$ cat src/rtl/cache_ctrl_pkg.sv
// Shared definitions for both ends of the cache controller downstream path.
// Latency: n/a (types, constants and elaboration-time helpers only).
// Backpressure: n/a.
//
// The cache controller FSM and the memory-side responder both import this
// package, so they agree on the header word format and the state encoding.
package cache_ctrl_pkg;

    // Responder command states.
    typedef enum logic [2:0] {
        IDLE    = 3'd0,
        WB_DATA = 3'd1,
        WB_MEM  = 3'd2,
        RF_MEM  = 3'd3,
        RF_SEND = 3'd4
    } state_e;

    // Header op bit encoding.
    localparam logic OP_REFILL    = 1'b0;
    localparam logic OP_WRITEBACK = 1'b1;

    // Header layout: bit HDR_OP_BIT carries the op. Bits [OFF-1:1] are don't-care.
    // Bits [ADDR_WIDTH-1:OFF] carry the line-aligned base address.
    localparam int HDR_OP_BIT = 0;

    // Number of byte-offset bits within one cache line (OFF).
    function automatic int line_off(input int data_width, input int line_words);
        return $clog2(line_words * (data_width / 8));
    endfunction

    // Shift that turns a word index into a byte offset.
    function automatic int word_shift(input int data_width);
        return $clog2(data_width / 8);
    endfunction

endpackage

$ cat src/rtl/cache_mem_resp.sv
// Memory-side responder: pops write-back/refill commands from the request queue and runs word-wise memory accesses.
// Latency: header pop to first mreq_o 1 cycle; zero-wait memory gives 2 cycles per word for both refill and write-back.
// Backpressure: qvld_i low in WB_DATA, a missing mack_i, or rrdy_i low in RF_SEND stalls with all outputs held.
//
// Ports:
//   clk, reset        single clock, asynchronous active-low reset
//   qvld_i/qrdy_o/qdat_i   request queue read side (header word, then data words for write-back)
//   mreq_o/mwe_o/maddr_o/mwdat_o/mack_i/mrdat_i   memory port, request held until mack_i
//   rvld_o/rrdy_i/rdat_o/rlast_o   refill response channel, one word per beat, last word flagged
//   busy_o            a command is in progress
module cache_mem_resp
    import cache_ctrl_pkg::*;
#(
    parameter int ADDR_WIDTH = 32,   // must equal DATA_WIDTH: the header word carries the address
    parameter int DATA_WIDTH = 32,
    parameter int LINE_WORDS = 4     // power of two, >= 2
) (
    input  logic                  clk,
    input  logic                  reset,

    input  logic                  qvld_i,
    output logic                  qrdy_o,
    input  logic [DATA_WIDTH-1:0] qdat_i,

    output logic                  mreq_o,
    output logic                  mwe_o,
    output logic [ADDR_WIDTH-1:0] maddr_o,
    output logic [DATA_WIDTH-1:0] mwdat_o,
    input  logic                  mack_i,
    input  logic [DATA_WIDTH-1:0] mrdat_i,

    output logic                  rvld_o,
    input  logic                  rrdy_i,
    output logic [DATA_WIDTH-1:0] rdat_o,
    output logic                  rlast_o,

    output logic                  busy_o
);

    localparam int OFF   = line_off(DATA_WIDTH, LINE_WORDS);
    localparam int WSH   = word_shift(DATA_WIDTH);
    localparam int CNT_W = $clog2(LINE_WORDS);

    localparam logic [CNT_W-1:0]      CNT_LAST  = CNT_W'(LINE_WORDS - 1);
    localparam logic [ADDR_WIDTH-1:0] BASE_MASK = {ADDR_WIDTH{1'b1}} << OFF;

    state_e                  state_q, state_d;
    logic [ADDR_WIDTH-1:0]   base_q,  base_d;
    logic [CNT_W-1:0]        cnt_q,   cnt_d;
    logic                    mreq_q,  mreq_d;
    logic                    mwe_q,   mwe_d;
    logic [DATA_WIDTH-1:0]   mwdat_q, mwdat_d;
    logic                    rvld_q,  rvld_d;
    logic                    rlast_q, rlast_d;
    logic [DATA_WIDTH-1:0]   rdat_q,  rdat_d;

    logic qbeat;
    logic rbeat;
    logic mdone;

    // The queue may only pop while waiting for a header or a write-back data
    // word. Gating with reset keeps qrdy_o low while reset is asserted even
    // though the state register already reads IDLE.
    assign qrdy_o = reset & ((state_q == IDLE) || (state_q == WB_DATA));

    assign qbeat = qvld_i & qrdy_o;
    assign rbeat = rvld_q & rrdy_i;
    assign mdone = mreq_q & mack_i;   // mack_i means nothing without a request

    // The base has its low OFF bits cleared and the word offset fits inside
    // them, so OR is an add that can never carry into the base.
    assign maddr_o = base_q | (ADDR_WIDTH'(cnt_q) << WSH);

    assign mreq_o  = mreq_q;
    assign mwe_o   = mwe_q;
    assign mwdat_o = mwdat_q;
    assign rvld_o  = rvld_q;
    assign rlast_o = rlast_q;
    assign rdat_o  = rdat_q;
    assign busy_o  = (state_q != IDLE);

    always_comb begin
        state_d = state_q;
        base_d  = base_q;
        cnt_d   = cnt_q;
        mreq_d  = mreq_q;
        mwe_d   = mwe_q;
        mwdat_d = mwdat_q;
        rvld_d  = rvld_q;
        rlast_d = rlast_q;
        rdat_d  = rdat_q;

        case (state_q)
            IDLE: begin
                if (qbeat) begin
                    base_d = qdat_i[ADDR_WIDTH-1:0] & BASE_MASK;
                    cnt_d  = '0;
                    case (qdat_i[HDR_OP_BIT])
                        OP_WRITEBACK: begin
                            state_d = WB_DATA;
                        end
                        OP_REFILL: begin
                            // Refill reads start the cycle after the header pop.
                            state_d = RF_MEM;
                            mreq_d  = 1'b1;
                            mwe_d   = 1'b0;
                        end
                        default: state_d = IDLE;
                    endcase
                end
            end

            WB_DATA: begin
                if (qbeat) begin
                    mwdat_d = qdat_i;
                    mreq_d  = 1'b1;
                    mwe_d   = 1'b1;
                    state_d = WB_MEM;
                end
            end

            WB_MEM: begin
                if (mdone) begin
                    mreq_d = 1'b0;
                    mwe_d  = 1'b0;
                    if (cnt_q == CNT_LAST) begin
                        state_d = IDLE;
                    end else begin
                        cnt_d   = cnt_q + 1'b1;
                        state_d = WB_DATA;
                    end
                end
            end

            RF_MEM: begin
                if (mdone) begin
                    rdat_d  = mrdat_i;
                    mreq_d  = 1'b0;
                    rvld_d  = 1'b1;
                    rlast_d = (cnt_q == CNT_LAST);
                    state_d = RF_SEND;
                end
            end

            RF_SEND: begin
                if (rbeat) begin
                    rvld_d  = 1'b0;
                    rlast_d = 1'b0;
                    if (rlast_q) begin
                        state_d = IDLE;
                    end else begin
                        // Issue the next read immediately so a line streams at
                        // two cycles per word.
                        cnt_d   = cnt_q + 1'b1;
                        mreq_d  = 1'b1;
                        mwe_d   = 1'b0;
                        state_d = RF_MEM;
                    end
                end
            end

            default: begin
                state_d = IDLE;
                mreq_d  = 1'b0;
                mwe_d   = 1'b0;
                rvld_d  = 1'b0;
                rlast_d = 1'b0;
            end
        endcase
    end

    // Reset aborts any command in flight; nothing of a partial line survives.
    always_ff @(posedge clk or negedge reset) begin
        if (!reset) begin
            state_q <= IDLE;
            base_q  <= '0;
            cnt_q   <= '0;
            mreq_q  <= 1'b0;
            mwe_q   <= 1'b0;
            mwdat_q <= '0;
            rvld_q  <= 1'b0;
            rlast_q <= 1'b0;
            rdat_q  <= '0;
        end else begin
            state_q <= state_d;
            base_q  <= base_d;
            cnt_q   <= cnt_d;
            mreq_q  <= mreq_d;
            mwe_q   <= mwe_d;
            mwdat_q <= mwdat_d;
            rvld_q  <= rvld_d;
            rlast_q <= rlast_d;
            rdat_q  <= rdat_d;
        end
    end

endmodule

$ cat config.mk
export PLATFORM = sky130hd
export DESIGN_NAME = cache_mem_resp
export DESIGN_NICKNAME = d
export VERILOG_FILES = /design/src/rtl/cache_ctrl_pkg.sv /design/src/rtl/cache_mem_resp.sv
export SDC_FILE = /design/constraint.sdc
export NUM_CORES = 1
export LEC_CHECK = 0
export ABC_AREA = 0
export BUFFER_PORTS_ARGS = -buffer_cell sky130_fd_sc_hd__buf_2
export CORE_MARGIN = 1
export CORE_UTILIZATION = 30
export CTS_BUF_LIST = sky130_fd_sc_hd__clkbuf_8 sky130_fd_sc_hd__clkbuf_16
export DETAILED_ROUTE_END_ITERATION = 8
export MAX_ROUTING_LAYER = met4
export PLACE_DENSITY_LB_ADDON = 0.15
export SLEW_MARGIN = 20
export SYNTH_ARGS = -nofsm -noshare
export SYNTH_HDL_FRONTEND = slang
export SYNTH_SLANG_ARGS = --single-unit
export TNS_END_PERCENT = 50
$ cat constraint.sdc
create_clock -name clk -period 1.7 [get_ports clk]
set_clock_uncertainty 0.1 [all_clocks]
set_input_delay 0.17 -clock clk [delete_from_list [all_inputs] [get_ports clk]]
set_output_delay 0.17 -clock clk [all_outputs]
set_load 0.005 [all_outputs]
Word-level counts from Yosys, hierarchy flattened

Index checks and enable logic that the tools add are counted.

Bits of input ports: 69
Register bits after elaboration: 101
Logic and storage cells: 78
Output and inout bits: 102

Reduce and logical (&&, ||, !) cells: 14
Bitwise logic cells: 8
Add/subtract/negate cells: 1
Equal/unequal tests: 14
Muxes and demuxes: 32

Operators by type and width:

| operator           | count |
|---|---|
| $or 32x4->32       | 1 |
| $ne 2x2->1 const B | 8 |
| $mux 3             | 5 |
| $pmux 3 s5         | 1 |
| $mux 1             | 14 |
| $mux 2             | 6 |
| $reduce_and 6->1   | 2 |
| $reduce_and 7->1   | 1 |
| $eq 3x2->1 const B | 2 |
| $pmux 1 s3         | 2 |
| $pmux 2 s3         | 1 |
| $pmux 3 s2         | 1 |
| $reduce_and 2->1   | 3 |
| $reduce_bool 3->1  | 2 |
| $pmux 1 s5         | 1 |
| $reduce_and 5->1   | 1 |
| $and 1x1->1        | 4 |
| $pmux 1 s4         | 1 |
| $eq 3x1->1 const B | 1 |
| $eq 3x3->1 const B | 1 |
| $logic_not 3->1    | 1 |
| $not 1->1          | 3 |
| $reduce_and 3->1   | 1 |
| $reduce_or 3->1    | 1 |
| other kinds (5)    | 5 |

Depth between registers and ports, before layout

Word-level depth: 6
Depth in mapped cells: 6
Depth with buffers taken out: 5

Worst setup path before layout

Ideal clock, no wire load.

Path kind: flip-flop to flip-flop
Start point: reg state_q[0]
End point: reg base_q[11]
Cell stages (with the launch flop): 5
Data arrival time: 1.585 ns
Setup time: 0.125 ns
Data required time: 1.475 ns
Buffers on the path: 2
Period minus slack after synthesis: 1.810 ns
Slack: -0.110 ns
Cell sequence: dfrtp_1 -> buf_6 -> nor4_4 -> buf_6 -> mux2_2

Cells in the longest elaborated chain, start to end: 5
Elaborated cells on any way between the ends: 6
Classes of those cells: eq/ne (1); bitwise (2); reduce/logical (3)

Ends and longest elaborated chain:

| what                                                 | line                                       | source |
|---|---|---|
| start: declaration                                   | cache_mem_resp.sv:47                       | `state_e state_q, state_d;` |
| start signal: assignment                             | cache_mem_resp.sv:185                      | `state_q <= state_d;` |
| $eq 3x1->1 / $logic_not 3->1 (equally long branches) | cache_mem_resp.sv:64, cache_mem_resp.sv:93 |  |
| $logic_or 1x1->1                                     | cache_mem_resp.sv:64                       | `assign qrdy_o = reset & ((state_q == IDLE) \|\| (state_q == WB_DATA));` |
| $and 1x1->1                                          | cache_mem_resp.sv:64                       |  |
| $and 1x1->1                                          | cache_mem_resp.sv:66                       | `assign qbeat = qvld_i & qrdy_o;` |
| $reduce_and 2->1 (no source line) (*)                | n/a                                        |  |
| end signal: assignment                               | cache_mem_resp.sv:186                      | `base_q <= base_d;` |
| end: declaration                                     | cache_mem_resp.sv:48                       | `logic [ADDR_WIDTH-1:0] base_q, base_d;` |

Mark *: on every way between the ends. The rest lies on a longest branch, timed or not.
A chain may end at the register's enable or synchronous reset.

Final worst setup path

Start point: reg state_q[2]
End point: reg state_q[0]

Cells in the longest elaborated chain, start to end: 6
Elaborated cells on any way between the ends: 15
Classes of those cells: eq/ne (9); mux (1); bitwise (2); reduce/logical (3)

Ends and longest elaborated chain:

| what                                                 | line |
|---|---|
| $eq 3x1->1 / $logic_not 3->1 (equally long branches) | cache_mem_resp.sv:64, cache_mem_resp.sv:93 |
| $logic_or 1x1->1                                     | cache_mem_resp.sv:64 |
| $and 1x1->1                                          | cache_mem_resp.sv:64 |
| $and 1x1->1                                          | cache_mem_resp.sv:66 |
| $ne 2x2->1 (no source line)                          | n/a |
| $reduce_and 5->1 (no source line)                    | n/a |

Parallel ways exist; a longest one is shown, timed or not.

==> impl_metrics.xml <==
<?xml version="1.0" encoding="UTF-8"?>
<metrics>
  <group name="die">
    <metric name="floorplan.initialDensity" unit="%">31.4</metric>
    <metric name="std_cell_rows" unit="">41</metric>
    <metric name="die_h" unit="um">118</metric>
    <metric name="die_w" unit="um">118</metric>
    <metric name="design.die.area" unit="mm^2">0.0139</metric>
    <metric name="core-area" unit="mm^2">0.0128</metric>
    <metric name="ioPinCount" unit="">171</metric>
  </group>
  <group name="timing">
    <metric name="grt_setup_unrepaired" unit="">yes</metric>
    <metric name="fmaxAchievable" unit="MHz">583</metric>
    <metric name="maxSlewHeadroom" unit="%">61.5</metric>
    <metric name="hold_slack" unit="ns">0.0988</metric>
    <metric name="min_period" unit="ns">1.71</metric>
    <metric name="maxSlewViolCount" unit="">0</metric>
    <metric name="min_period_over_period" unit="%">101</metric>
    <metric name="worst_slew_pin_slew" unit="ns">0.573</metric>
    <metric name="finalHoldViolations" unit="">0</metric>
    <metric name="post-route-worst-setup-slack" unit="ns">-0.0139</metric>
    <metric name="setup_viol" unit="">1</metric>
  </group>
  <group name="finish">
    <metric name="antenna-diode-count" unit="">0</metric>
    <metric name="layout_cells_sized_above_1" unit="%">58.7</metric>
    <metric name="finalNetCount" unit="">588</metric>
    <metric name="final.fill_count" unit="">1183</metric>
    <metric name="area_growth" unit="%">58.6</metric>
  </group>
  <group name="detailed_routing">
    <metric name="drt_iter0_markers" unit="">109</metric>
    <metric name="drt-vias-per-instance" unit="">4.44</metric>
    <metric name="finalWirelength" unit="um">10500</metric>
    <metric name="post_drt_wl_per_cell" unit="um">15.2</metric>
    <metric name="first_pass_iters" unit="">4</metric>
    <metric name="ant_nets" unit="">0</metric>
    <metric name="dr_total_vias" unit="">3084</metric>
    <metric name="detail_route.drc_violations" unit="">0</metric>
  </group>
  <group name="power_and_ir_drop">
    <metric name="netSwitchingFraction" unit="%">22.2</metric>
    <metric name="leakagePower" unit="nW">3.41</metric>
    <metric name="ir_drop" unit="mV">0.351</metric>
    <metric name="power.share.sequential" unit="%">51.2</metric>
    <metric name="total_internal_power" unit="W">0.00378</metric>
    <metric name="pwr_density_cell" unit="mW/mm^2">761</metric>
    <metric name="clock_power_share" unit="%">40.5</metric>
    <metric name="switchingPower" unit="W">0.00108</metric>
    <metric name="power.share.combinational" unit="%">8.3</metric>
    <metric name="power.total" unit="W">0.00486</metric>
  </group>
  <group name="synthesis">
    <metric name="ys_seq_elements" unit="">101</metric>
    <metric name="yosys_top_cell_area_share" unit="%">62.8</metric>
    <metric name="seq_area_frac_synth" unit="%">62.8</metric>
    <metric name="number_of_flops_mapped_to_enable_cells_by_yosys" unit="">0</metric>
    <metric name="post_synth.cell_area_avg" unit="um^2">15.3</metric>
    <metric name="netlist_instances" unit="">263</metric>
    <metric name="synth-warning-count" unit="">0</metric>
    <metric name="async_flop_share" unit="%">100</metric>
    <metric name="synth.area.top_cells" unit="">dfrtp_1, mux2_2, buf_4</metric>
    <metric name="synth_area" unit="mm^2">0.00402</metric>
    <metric name="biggest_area_consumer_among_synthesized_cells" unit="">dfrtp_1</metric>
    <metric name="synthDistinctLibCells" unit="">34</metric>
    <metric name="ys.flop_type" unit="">dfrtp_1</metric>
  </group>
  <group name="hold_path">
    <metric name="hold_class" unit="">input port to flip-flop</metric>
  </group>
  <group name="critical_path">
    <metric name="worst_path_largest_cell_delay" unit="ns">0.49</metric>
    <metric name="crit_path_end_kind" unit="">flip-flop</metric>
    <metric name="cp_cell_sequence" unit="">buf_6, and4b_1, o31ai_1, o31ai_1</metric>
    <metric name="type_of_the_setup_path_with_the_least_slack" unit="">flip-flop to flip-flop</metric>
    <metric name="start_kind" unit="">flip-flop</metric>
    <metric name="crit_family" unit="">compound AO/OA/AOI/OAI gates</metric>
    <metric name="timing.critical_path.required" unit="ns">1.78</metric>
    <metric name="cp.buffers_inverters" unit="">1</metric>
    <metric name="cp_data_arrival_time" unit="ns">1.80</metric>
    <metric name="critical-path-slowest-cell" unit="">o31ai_1</metric>
    <metric name="worst-path-max-fanout" unit="">4</metric>
    <metric name="crit_path_frequent_cell" unit="">o31ai_1</metric>
  </group>
  <group name="global_route">
    <metric name="grt.total_usage" unit="%">15.5</metric>
    <metric name="grt.overflow.total" unit="">0</metric>
    <metric name="grt_start_max_net_pins" unit="">100</metric>
    <metric name="vias_in_the_first_global_route" unit="">3173</metric>
    <metric name="first_pass_grt_wire_length" unit="um">16300</metric>
    <metric name="grt_antenna_before_repair" unit="">0</metric>
  </group>
  <group name="clocking">
    <metric name="clock_path_buffers" unit="">2</metric>
    <metric name="h-tree-depth" unit="">3</metric>
    <metric name="numCtsBuffers" unit="">9</metric>
    <metric name="clk-insertion-delay-late" unit="ns">0.34</metric>
    <metric name="clkSinkCount" unit="">101</metric>
    <metric name="clk_pin_slew" unit="ns">0.06</metric>
    <metric name="cts-root-buf" unit="">clkbuf_16</metric>
    <metric name="tritoncts" unit="">built</metric>
  </group>
  <group name="outcome">
    <metric name="violations" unit="">setup timing</metric>
    <metric name="run_status" unit="">complete, but fails checks</metric>
  </group>
  <group name="place">
    <metric name="gp_routability_congestion" unit="">0.836</metric>
    <metric name="io_buffer_count" unit="">168</metric>
    <metric name="dp_hpwl" unit="um">6410</metric>
  </group>
  <group name="run">
    <metric name="drv_cap" unit="">0</metric>
  </group>
</metrics>
## cells by family (layout without fill, tap and decap cells)
family                     count (synthesis)  after routing  synth area share [%]
buffers and inverters                     18            277                  3.08
and+or+nand+nor                           30             30                  4.54
DFF                                      101            101                  62.8
xor gates and xnor gates                   1              1                 0.218
other                                      1              2                0.0932
AOI/OAI and AO/OA                         17             17                  2.68
adders and majority gates                  1              1                 0.311
muxes                                     94             94                  26.3
## per-stage QoR
| step | worst slack, ns | util [%] | instances | setup TNS [ns] | area (um^2) |
|---|---|---|---|---|---|
| after floorplan | -0.0891 | - | 264 | -2.18 | 4040 |
| after global placement | 0.0113 | 40.1 | 603 | 0 | 5140 |
| after detailed placement | -0.0117 | 40.1 | 603 | -0.0583 | 5140 |
| after CTS | -0.0224 | 47.9 | 686 | -0.230 | 6140 |
| after global routing | -0.138 | 49.7 | 695 | -0.679 | 6380 |
| final | -0.0139 | 49.7 | 695 | -0.0139 | 6380 |
## metal layers
layer	global-route usage [%]	part of all wire [%]	vias to the layer above
li1	-	-	1444
met1	19.1	45	1538
met2	24.5	49	86
met3	2.57	3.3	16
met4	8.01	2.5	0
met5	-	0	-
## power by group through the flow
stage,sequential (W),combinational (W),clock (W)
floorplan,0.00254,0.0000678,0
global placement,0.00253,0.000280,0
detailed placement,0.00253,0.000284,0
CTS,0.00249,0.000403,0.00205
global route,0.00249,0.000446,0.00214
finish,0.00249,0.000403,0.00197
## flip-flops by register name, summed over array words and instances (netlist names)
name	flops
base_q	28
mreq_o	1
mwdat_o	32
state_q	3
rvld_o	1
mwe_o	1
cnt_q	2
rdat_o	32
rlast_o	1
## synthesized netlist by cell type (3+ instances only)
cell and number:
nand2_1 7, buf_4 8, o31ai_1 3, or3_1 3
nor2_1 6, o21ai_0 4, dfrtp_1 101, mux2_2 88
a21oi_1 5, buf_6 3, mux2_1 4, buf_2 3
## worst register-to-register path, stage by stage (launching register included)
cell	delay, ns
dfrtp_1	0.41
buf_6	0.15
and4b_1	0.23
o31ai_1	0.49
o31ai_1	0.18
## final timing paths
kind                             from          to  slack [ns]  cells after the start
max in group asynchronous       reset  state_q[1]        0.56                      4
min reg2reg                mwdat_o[0]  mwdat_o[0]        0.39                      1
min in group asynchronous       reset      mreq_o        0.20                      3
min                            mack_i  state_q[1]         0.1                      3
max                        state_q[2]  state_q[0]       -0.01                      4
max reg2reg                state_q[2]  state_q[0]       -0.01                      4
## layout by cell type (no fill, tap or decap), drive strengths merged, types with 2 or more instances in the layout
cell type	count
clkinv	4
nor3b	2
mux2i	2
o31ai	3
nand2	7
conb	2
dlygate4sd3	65
inv	2
or3	3
nor2	6
a21oi	5
buf	189
mux2	92
clkbuf	16
and3	2
nor3	3
o21ai	4
nor2b	2
dfrtp	101
## layout make-up
type                       instances  area (um^2)  area share [%]
clock inverter                     5         35.0           0.549
multi-input combinational        145         1450            22.7
sequential                       101         2530            39.7
timing repair buffer             259         1890            29.7
tap                              172          215            3.37
inverter                           2         7.51           0.118
clock buffer                      11          253            3.96
## what timing repair did
| item | 4_1_cts | 5_1_grt |
|---|---|---|
| endpoints found under the setup margin | 21 | 96 |
| hold endpoints to repair | 193 | 0 |
| pin swaps | 1 | 2 |
| resized for setup | 7 | 16 |
| setup buffers | 1 | 3 |
| cloned | 1 | 6 |
| hold buffers | 65 | 0 |
No activity file was read; power rests on OpenSTA's default activity.
